==> config.mk <==
export PLATFORM = sky130hd
export DESIGN_NAME = fht_frame_sched_flat
export DESIGN_NICKNAME = d
export VERILOG_FILES = /design/src/rtl/fht_frame_sched_if.sv /design/src/rtl/fht_frame_sched.sv /design/src/flat_wrapper.sv
export SDC_FILE = /design/constraint.sdc
export NUM_CORES = 1
export LEC_CHECK = 0
export BUFFER_PORTS_ARGS = -buffer_cell sky130_fd_sc_hd__buf_2
export CORE_AREA = 3 3 94 96
export DETAILED_ROUTE_END_ITERATION = 6
export DIE_AREA = 0 0 97 99
export PLACE_DENSITY = 0.63
export SLEW_MARGIN = 20
export SYNTH_ARGS = -nofsm -noshare
export SYNTH_HDL_FRONTEND = slang
export SYNTH_SLANG_ARGS = --single-unit
==> constraint.sdc <==
create_clock -name iCLK -period 2.7 [get_ports iCLK]
set_input_delay 0.54 -clock iCLK [delete_from_list [all_inputs] [get_ports iCLK]]
set_output_delay 0.54 -clock iCLK [all_outputs]
set_load 0.005 [all_outputs]
==> src/rtl/fht_frame_sched_if.sv <==
// Bus bundle between the frame scheduler and its environment: sample loader,
// frame RAM write port, fht_control handshake and result unloader.
interface fht_frame_sched_if #(
  parameter int A_BIT = 9,
  parameter int D_BIT = 16
);
  logic               iSAMPLE_VALID;
  logic [D_BIT-1:0]   iSAMPLE;
  logic               oLD_EN;
  logic               oLD_BUF;
  logic [A_BIT+1:0]   oLD_ADDR;
  logic [D_BIT-1:0]   oLD_DATA;
  logic               oFHT_START;
  logic               oFHT_BUF;
  logic               iFHT_RDY;
  logic               oOUT_VALID;
  logic               iOUT_READY;
  logic               oOUT_BUF;
  logic [A_BIT+1:0]   oOUT_ADDR;
  logic               oOUT_LAST;
  logic               oOVF;
  logic [15:0]        oDROP_CNT;

  // scheduler side
  modport master (
    input  iSAMPLE_VALID, iSAMPLE, iFHT_RDY, iOUT_READY,
    output oLD_EN, oLD_BUF, oLD_ADDR, oLD_DATA, oFHT_START, oFHT_BUF,
           oOUT_VALID, oOUT_BUF, oOUT_ADDR, oOUT_LAST, oOVF, oDROP_CNT
  );

  // environment side
  modport slave (
    output iSAMPLE_VALID, iSAMPLE, iFHT_RDY, iOUT_READY,
    input  oLD_EN, oLD_BUF, oLD_ADDR, oLD_DATA, oFHT_START, oFHT_BUF,
           oOUT_VALID, oOUT_BUF, oOUT_ADDR, oOUT_LAST, oOVF, oDROP_CNT
  );
endinterface

==> src/rtl/fht_frame_sched.sv <==
// Ping-pong frame scheduler for the FHT core. Two frame buffers cycle through
// FREE -> FULL -> BUSY -> DONE -> FREE; independent load, transform and unload
// pointers follow the buffers in order, so frame order is preserved.
module fht_frame_sched #(
  parameter int A_BIT = 9,
  parameter int D_BIT = 16
) (
  input logic               iCLK,
  input logic               iRESET,
  fht_frame_sched_if.master bus
);
  localparam int            CW       = A_BIT + 2;
  localparam logic [CW-1:0] CNT_LAST = {CW{1'b1}};

  typedef enum logic [1:0] {B_FREE, B_FULL, B_BUSY, B_DONE} buf_state_t;
  typedef enum logic [1:0] {S_IDLE, S_START, S_WAIT_BUSY, S_WAIT_DONE} fsm_state_t;

  buf_state_t       bstate [2];
  logic             ld_ptr, fht_ptr, out_ptr;
  logic [CW-1:0]    ld_cnt, out_cnt;
  fsm_state_t       state, state_next;
  logic             fht_start;

  logic             ld_take, ld_drop, ld_wrap;
  logic             fht_go, fht_fin;
  logic             out_valid, out_fire, out_wrap;

  logic             ld_en_p1, ld_buf_p1;
  logic [CW-1:0]    ld_addr_p1;
  logic [D_BIT-1:0] ld_data_p1;
  logic             ovf;
  logic [15:0]      drop_cnt;

  function automatic logic [15:0] sat_inc16(input logic [15:0] v);
    return (v == 16'hFFFF) ? v : v + 16'd1;
  endfunction

  // Phase events; each one only ever addresses the buffer its own pointer
  // selects, and the state rules keep those buffers distinct.
  assign ld_take   = bus.iSAMPLE_VALID && (bstate[ld_ptr] == B_FREE);
  assign ld_drop   = bus.iSAMPLE_VALID && (bstate[ld_ptr] != B_FREE);
  assign ld_wrap   = ld_take && (ld_cnt == CNT_LAST);
  assign fht_go    = (state == S_START);
  assign fht_fin   = (state == S_WAIT_DONE) && bus.iFHT_RDY;
  assign out_valid = (bstate[out_ptr] == B_DONE);
  assign out_fire  = out_valid && bus.iOUT_READY;
  assign out_wrap  = out_fire && (out_cnt == CNT_LAST);

  // Load stage: register the accepted sample with its address, count drops.
  always_ff @(posedge iCLK) begin
    if (iRESET) begin
      ld_en_p1   <= 1'b0;
      ld_buf_p1  <= 1'b0;
      ld_addr_p1 <= '0;
      ld_data_p1 <= '0;
      ld_cnt     <= '0;
      ld_ptr     <= 1'b0;
      ovf        <= 1'b0;
      drop_cnt   <= '0;
    end else begin
      ld_en_p1 <= ld_take;
      if (ld_take) begin
        ld_buf_p1  <= ld_ptr;
        ld_addr_p1 <= ld_cnt;
        ld_data_p1 <= bus.iSAMPLE;
        ld_cnt     <= ld_wrap ? '0 : ld_cnt + 1'b1;
        if (ld_wrap) ld_ptr <= ~ld_ptr;
      end
      if (ld_drop) begin
        ovf      <= 1'b1;
        drop_cnt <= sat_inc16(drop_cnt);
      end
    end
  end

  // Transform pointer advances once the engine reports completion.
  always_ff @(posedge iCLK) begin
    if (iRESET)       fht_ptr <= 1'b0;
    else if (fht_fin) fht_ptr <= ~fht_ptr;
  end

  // Unload index advances on each accepted address, wrapping per frame.
  always_ff @(posedge iCLK) begin
    if (iRESET) begin
      out_cnt <= '0;
      out_ptr <= 1'b0;
    end else if (out_fire) begin
      out_cnt <= out_wrap ? '0 : out_cnt + 1'b1;
      if (out_wrap) out_ptr <= ~out_ptr;
    end
  end

  // Buffer ownership: all three phases may update in one cycle.
  always_ff @(posedge iCLK) begin
    if (iRESET) begin
      bstate[0] <= B_FREE;
      bstate[1] <= B_FREE;
    end else begin
      if (ld_wrap)  bstate[ld_ptr]  <= B_FULL;
      if (fht_go)   bstate[fht_ptr] <= B_BUSY;
      if (fht_fin)  bstate[fht_ptr] <= B_DONE;
      if (out_wrap) bstate[out_ptr] <= B_FREE;
    end
  end

  // FSM state register.
  always_ff @(posedge iCLK) begin
    if (iRESET) state <= S_IDLE;
    else        state <= state_next;
  end

  // FSM next state; RDY is ignored in START so a slow RDY drop is not missed.
  always_comb begin
    state_next = state;
    case (state)
      S_IDLE:      if ((bstate[fht_ptr] == B_FULL) && bus.iFHT_RDY) state_next = S_START;
      S_START:     state_next = S_WAIT_BUSY;
      S_WAIT_BUSY: if (!bus.iFHT_RDY) state_next = S_WAIT_DONE;
      S_WAIT_DONE: if (bus.iFHT_RDY)  state_next = S_IDLE;
      default:     state_next = S_IDLE;
    endcase
  end

  // FSM outputs: start pulse decoded from the registered state.
  always_comb begin
    fht_start = 1'b0;
    if (state == S_START) fht_start = 1'b1;
  end

  assign bus.oLD_EN     = ld_en_p1;
  assign bus.oLD_BUF    = ld_buf_p1;
  assign bus.oLD_ADDR   = ld_addr_p1;
  assign bus.oLD_DATA   = ld_data_p1;
  assign bus.oFHT_START = fht_start;
  assign bus.oFHT_BUF   = fht_ptr;
  assign bus.oOUT_VALID = out_valid;
  assign bus.oOUT_BUF   = out_ptr;
  assign bus.oOUT_ADDR  = out_cnt;
  assign bus.oOUT_LAST  = out_valid && (out_cnt == CNT_LAST);
  assign bus.oOVF       = ovf;
  assign bus.oDROP_CNT  = drop_cnt;
endmodule

==> src/flat_wrapper.sv <==
// flat-port wrapper written by rule: the top's interface ports become plain ports
module fht_frame_sched_flat 
#(
  parameter int A_BIT = 9,
  parameter int D_BIT = 16
)
  (iCLK, iRESET, bus_iSAMPLE_VALID, bus_iSAMPLE, bus_iFHT_RDY, bus_iOUT_READY, bus_oLD_EN, bus_oLD_BUF, bus_oLD_ADDR, bus_oLD_DATA, bus_oFHT_START, bus_oFHT_BUF, bus_oOUT_VALID, bus_oOUT_BUF, bus_oOUT_ADDR, bus_oOUT_LAST, bus_oOVF, bus_oDROP_CNT);
  fht_frame_sched_if #(.A_BIT(A_BIT), .D_BIT(D_BIT)) bus_i ();
  input logic iCLK;
  input logic iRESET;
  input wire logic [$bits(bus_i.iSAMPLE_VALID)-1:0] bus_iSAMPLE_VALID;
  input wire logic [$bits(bus_i.iSAMPLE)-1:0] bus_iSAMPLE;
  input wire logic [$bits(bus_i.iFHT_RDY)-1:0] bus_iFHT_RDY;
  input wire logic [$bits(bus_i.iOUT_READY)-1:0] bus_iOUT_READY;
  output wire logic [$bits(bus_i.oLD_EN)-1:0] bus_oLD_EN;
  output wire logic [$bits(bus_i.oLD_BUF)-1:0] bus_oLD_BUF;
  output wire logic [$bits(bus_i.oLD_ADDR)-1:0] bus_oLD_ADDR;
  output wire logic [$bits(bus_i.oLD_DATA)-1:0] bus_oLD_DATA;
  output wire logic [$bits(bus_i.oFHT_START)-1:0] bus_oFHT_START;
  output wire logic [$bits(bus_i.oFHT_BUF)-1:0] bus_oFHT_BUF;
  output wire logic [$bits(bus_i.oOUT_VALID)-1:0] bus_oOUT_VALID;
  output wire logic [$bits(bus_i.oOUT_BUF)-1:0] bus_oOUT_BUF;
  output wire logic [$bits(bus_i.oOUT_ADDR)-1:0] bus_oOUT_ADDR;
  output wire logic [$bits(bus_i.oOUT_LAST)-1:0] bus_oOUT_LAST;
  output wire logic [$bits(bus_i.oOVF)-1:0] bus_oOVF;
  output wire logic [$bits(bus_i.oDROP_CNT)-1:0] bus_oDROP_CNT;
  assign bus_i.iSAMPLE_VALID = bus_iSAMPLE_VALID;
  assign bus_i.iSAMPLE = bus_iSAMPLE;
  assign bus_i.iFHT_RDY = bus_iFHT_RDY;
  assign bus_i.iOUT_READY = bus_iOUT_READY;
  assign bus_oLD_EN = bus_i.oLD_EN;
  assign bus_oLD_BUF = bus_i.oLD_BUF;
  assign bus_oLD_ADDR = bus_i.oLD_ADDR;
  assign bus_oLD_DATA = bus_i.oLD_DATA;
  assign bus_oFHT_START = bus_i.oFHT_START;
  assign bus_oFHT_BUF = bus_i.oFHT_BUF;
  assign bus_oOUT_VALID = bus_i.oOUT_VALID;
  assign bus_oOUT_BUF = bus_i.oOUT_BUF;
  assign bus_oOUT_ADDR = bus_i.oOUT_ADDR;
  assign bus_oOUT_LAST = bus_i.oOUT_LAST;
  assign bus_oOVF = bus_i.oOVF;
  assign bus_oDROP_CNT = bus_i.oDROP_CNT;
  fht_frame_sched #(.A_BIT(A_BIT), .D_BIT(D_BIT)) u_core (.iCLK(iCLK), .iRESET(iRESET), .bus(bus_i));
endmodule
Word level (Yosys, flattened, before mapping):

Memory sizes are Yosys's and may differ from the RTL's. A register that Yosys moved wholly into a read port is not among the register bits.
Index checks and enable logic that the tools add are counted.

* register bits after elaboration: 73
* bits in writable memories: 4
* input bits: 21
* output and inout port bits: 62
* logic and storage cells: 82
* memories kept: 1

* add/sub/neg operators: 3
* equal/unequal tests: 11
* mux-type cells: 33
* bitwise operators: 5
* reductions and logical operators: 17

Memories
* u_core.bstate: depth 2, bits a word 2, rd ports 3, clocked after memory_dff 3, wr ports 3, line fht_frame_sched.sv:18 `buf_state_t bstate [2];`

Operator list (count)
* 1-bit two-way mux: 24
* 11-bit by 1-bit adder with 11-bit output (second input constant): 2
* 11-bit equality test (second input constant): 2
* 11-bit two-way mux: 2
* 16-bit by 1-bit adder with 16-bit output (second input constant): 1
* 16-bit equality test (second input constant): 1
* 2-bit two-way mux: 6
* 1-bit logical AND: 8
* 2-bit one-hot mux with 4 select lines: 1
* 2-bit equality test (second input constant): 3
* 2-bit AND reduction: 3
* 2-bit by 1-bit equality test with 1-bit output (second input constant): 2
* 2-bit zero test: 2
* 2-bit inequality test (second input constant): 2
* 1-bit NOT: 4
* 2-bit OR reduction: 2
* 3-bit AND reduction: 1
* 2-bit by 1-bit inequality test with 1-bit output (second input constant): 1
* 2-bit nonzero test: 1
* 1-bit OR: 1

Depth between registers and ports, before layout:

* depth in word-level cells: 8
* gate-level depth with buffers: 6
* depth with buffers taken out: 6

Worst setup path before layout:

Ideal clock, no wire load.

* path type: input to register
* start point: input bus_iSAMPLE_VALID
* end point: register u_core.drop_cnt[7], in the netlist u_core.bus.oDROP_CNT[7]
* library setup time: 0.123 ns
* arrival: 1.820 ns
* required time: 2.577 ns
* setup slack: 0.757 ns
* cell stages on the path: 6
* path buffers: 2
* cells stage by stage: buf_2 > nand3_1 > or3_1 > buf_2 > nor4b_2 > mux2_1

* longest elaborated chain between the ends: 2

RTL lines
* from (decl): line flat_wrapper.sv:11 `input wire logic [$bits(bus_i.iSAMPLE_VALID)-1:0] bus_iSAMPLE_VALID;`
* 1-bit logical AND: line fht_frame_sched.sv:41 `assign ld_drop = bus.iSAMPLE_VALID && (bstate[ld_ptr] != B_FREE);`
* 2-bit AND reduction (no line)
* to (signal assigned): line fht_frame_sched.sv:71 `drop_cnt <= sat_inc16(drop_cnt);`
* to (decl): line fht_frame_sched.sv:32 `logic [15:0] drop_cnt;`

Every way passes these cells.
A chain may end at the register's enable or synchronous reset.

Worst setup path in the final report:

* start point: register u_core.out_cnt[0], in the netlist u_core.bus.oOUT_ADDR[0]
* end point: output bus_oOUT_LAST

* longest elaborated chain between the ends: 2

RTL lines
* from (decl): line fht_frame_sched.sv:20 `logic [CW-1:0] ld_cnt, out_cnt;`
* from (signal assigned): line fht_frame_sched.sv:88 `out_cnt <= out_wrap ? '0 : out_cnt + 1'b1;`
* 11-bit equality test: line fht_frame_sched.sv:139 `assign bus.oOUT_LAST = out_valid && (out_cnt == CNT_LAST);`
* 1-bit logical AND: line fht_frame_sched.sv:139
* to (decl): line flat_wrapper.sv:24 `output wire logic [$bits(bus_i.oOUT_LAST)-1:0] bus_oOUT_LAST;`

Every way passes these cells.

==> results.toml <==
[clock_network]
ctsResizeCount = 0
cts_sinks = 80
clk_latency_ns = 0.35
ctsHoldBuffers = 0
cts_tree = "yes"
root_buffer = "clkbuf_8"
htree_levels = 3
clk_pin_slew_ns = 0.08
postCtsSetupBuffers = 0
clock_path_buffers = 2
cts_buffers = 9

[die]
die_w_um = 97
io_pins = 83
dieArea_um2 = 9600
start_util = 0.443
dieHeight_um = 99
core-area_um2 = 8130
rows = 33

[logic_synthesis]
syn_inst = 428
synth_edf_count = 0
syn_area_um2 = 3600
ys_seq_area_frac = 0.445
ys_ff_latch = 80
synth_fp_nets = 456
synth_cell_type_count = 55
yosys_warnings = 0
ys_async_sr_fraction = 0
ys.flop_type = "dfxtp_1"
syn-mean-instance-area_um2 = 8.41

[timing]
grt_setup_unrepaired = "false"
setup_violations = 0
worst_slew_pin_slew_ns = 0.804
period_share = 0.876
whs_ns = 0.428
drv_slew = 0
max_slew_margin = 0.460
hold_viol = 0
finClkSkew_ns = 0.0113
period_needed_ns = 2.37
timing.fmax_mhz = 423
setup_tns_ns = 0

[global_route]
grt_max_degree = 43
grt-ovfl-total = 0
antenna_found_initial = 0
grt_pass1_wl_mm = 14.8
grt_pass1_vias = 3225
grt_usage = 0.184

[worst_setup_path]
critical_path.max_fanout = 7
start_kind = "register"
cp_cell_sequence = "ha_1 > inv_1 > or4_4 > nor2b_1 > buf_2"
worstPathArrival_ns = 1.83
criticalPathCategory = "register to primary output"
cp.required_ns = 2.16
r2r_start = "u_core.bus.oDROP_CNT[0]$_SDFFE_PP0P_"
crit_path_start = "u_core.bus.oOUT_ADDR[0]$_SDFFE_PP0P_"
endpoint_kind = "primary output"
worst_path_max_delay_cell = "or4_4"
max_stage_delay_ns = 0.58

[layout]
fillers = 815
drive_above_1_share = 0.215
area_delta_synth_final_pct = 17.7
final_nets = 534
diodes = 0

[pwr]
p_leak_nw = 1.69
comb_power_share = 0.116
power_frac_seq = 0.564
p_sw_frac = 0.262
power.share.clock = 0.320
power.switching_w = 0.000581
pwr_density_cell_nw_per_um2 = 523
p_int_w = 0.00164
ir_worst_vdd_mv = 0.265

[routing]
viasPerCell = 5.46
num_vias = 3344
drc_errors = 0
wire_per_inst_um = 13.9
antenna_left = 0
firstDrtPassIters = 4
drtIter0Drc = 190
wl_mm = 8.52

[place]
portBuffers = 82
dp_hpwl_mm = 5.99
gp_congestion = 0.847

[min_path]
min_from = "bus_iSAMPLE[15]"
hold_class = "primary input to register"

[job]
drv_cap = 0

[outcome]
run_status = "finished clean"
==> power groups by stage <==
stage | sequential, W | clock [W] | combinational (W)
floorplan | 0.00127 | 0 | 0.000163
global placement | 0.00128 | 0 | 0.000256
detailed placement | 0.00128 | 0 | 0.000262
CTS | 0.00125 | 0.000746 | 0.000262
global route | 0.00126 | 0.000799 | 0.000295
finish | 0.00125 | 0.000710 | 0.000257
==> cells by family after synthesis <==
family                   count (synthesis)  synth area share
flip-flops                              80             0.445
XOR/XNOR                                 9            0.0219
multiplexers                             4            0.0122
buffers and inverters                   32            0.0365
adder cells (fa/ha/maj)                  7            0.0243
AO/OA/AOI/OAI                          115             0.193
AND/OR/NAND/NOR                        181             0.268
==> critical path, delay by kind of cell (launching register included) <==
kind,cells,cell delay [ns]
flops,1,0.39
buf+inv,2,0.16
fa+ha+maj,1,0.22
simple gates,2,0.71
==> placed cells by master, fill, tap and decap left out, drive strengths merged, types with 12 or more instances in the layout <==
cell / n
o21ai: 15
nand2: 73
inv: 12
o31ai: 13
dfxtp: 80
nand3: 14
a21oi: 59
or4: 12
buf: 86
nor2: 16
or3: 12
==> final timing paths <==
check                                               end  slack, ns  depth (start not counted)
setup / recovery                          bus_oOUT_LAST       0.33                          5
hold reg to reg    u_core.bus.oLD_ADDR[10]$_SDFFE_PP0P_       0.45                          2
setup reg to reg  u_core.bus.oDROP_CNT[14]$_SDFFE_PP0P_       0.73                          5
hold / removal     u_core.bus.oLD_DATA[15]$_SDFFE_PP0P_       0.43                          3
==> per-stage QoR <==
stage	cell area [um^2]	std cells	worst slack (ns)	total power (W)	utilization
6_report	4240	613	0.335	0.00222	0.521
5_1_grt	4240	613	0.218	0.00235	0.521
4_1_cts	4240	613	0.311	0.00226	0.521
3_5_place_dp	4100	600	0.570	0.00154	0.504
3_3_place_gp	4100	600	0.666	0.00153	0.504
2_1_floorplan	3600	428	0.757	0.00144	-
==> layer usage <==
layer | routed length [um] | global-route usage
met5 | 0 | 0
met4 | 100 | 0.0778
met3 | 470 | 0.0439
met2 | 3980 | 0.288
met1 | 3970 | 0.243
==> cell usage after synthesis (4+ instances only) <==
| master | n | share of area |
|---|---|---|
| dfxtp_1 | 80 | 0.44 |
| nand2_1 | 73 | 0.076 |
| a21oi_1 | 59 | 0.082 |
| nor2_1 | 16 | 0.017 |
| clkbuf_1 | 14 | 0.015 |
| nand3_1 | 13 | 0.018 |
| o31ai_1 | 13 | 0.027 |
| inv_1 | 12 | 0.013 |
| or3_1 | 11 | 0.019 |
| or4_1 | 11 | 0.023 |
| and3_1 | 9 | 0.016 |
| o21ai_0 | 9 | 0.013 |
| xor2_1 | 9 | 0.022 |
| ha_1 | 7 | 0.024 |
| nor3_1 | 7 | 0.0097 |
| nor4_1 | 7 | 0.012 |
| nand4_1 | 6 | 0.010 |
| nor2b_1 | 6 | 0.010 |
| o211ai_1 | 6 | 0.013 |
| o21ai_1 | 6 | 0.0083 |
| a211oi_1 | 4 | 0.0083 |
| o2111ai_1 | 4 | 0.0097 |
==> flip-flops by register name, indices dropped and copies added (netlist names), named ones only <==
name,cells
u_core.bstate,4
u_core.bus.oDROP_CNT,16
u_core.bus.oFHT_BUF,1
u_core.bus.oLD_ADDR,11
u_core.bus.oLD_BUF,1
u_core.bus.oLD_DATA,16
u_core.bus.oLD_EN,1
u_core.bus.oOUT_ADDR,11
u_core.bus.oOUT_BUF,1
u_core.bus.oOVF,1
u_core.ld_cnt,11
u_core.ld_ptr,1
u_core.state,2
==> layout make-up <==
| cell class | count | area (um^2) | share of cell area |
|---|---|---|---|
| multi-input combinational | 316 | 1880 | 0.442 |
| sequential | 80 | 1600 | 0.378 |
| timing repair buffer | 86 | 440 | 0.104 |
| clock buffer | 11 | 131 | 0.0310 |
| tap | 105 | 131 | 0.0310 |
| inverter | 13 | 48.8 | 0.0115 |
| clock inverter | 2 | 10.0 | 0.00236 |
Note: power is estimated with default switching activity, not from simulation.
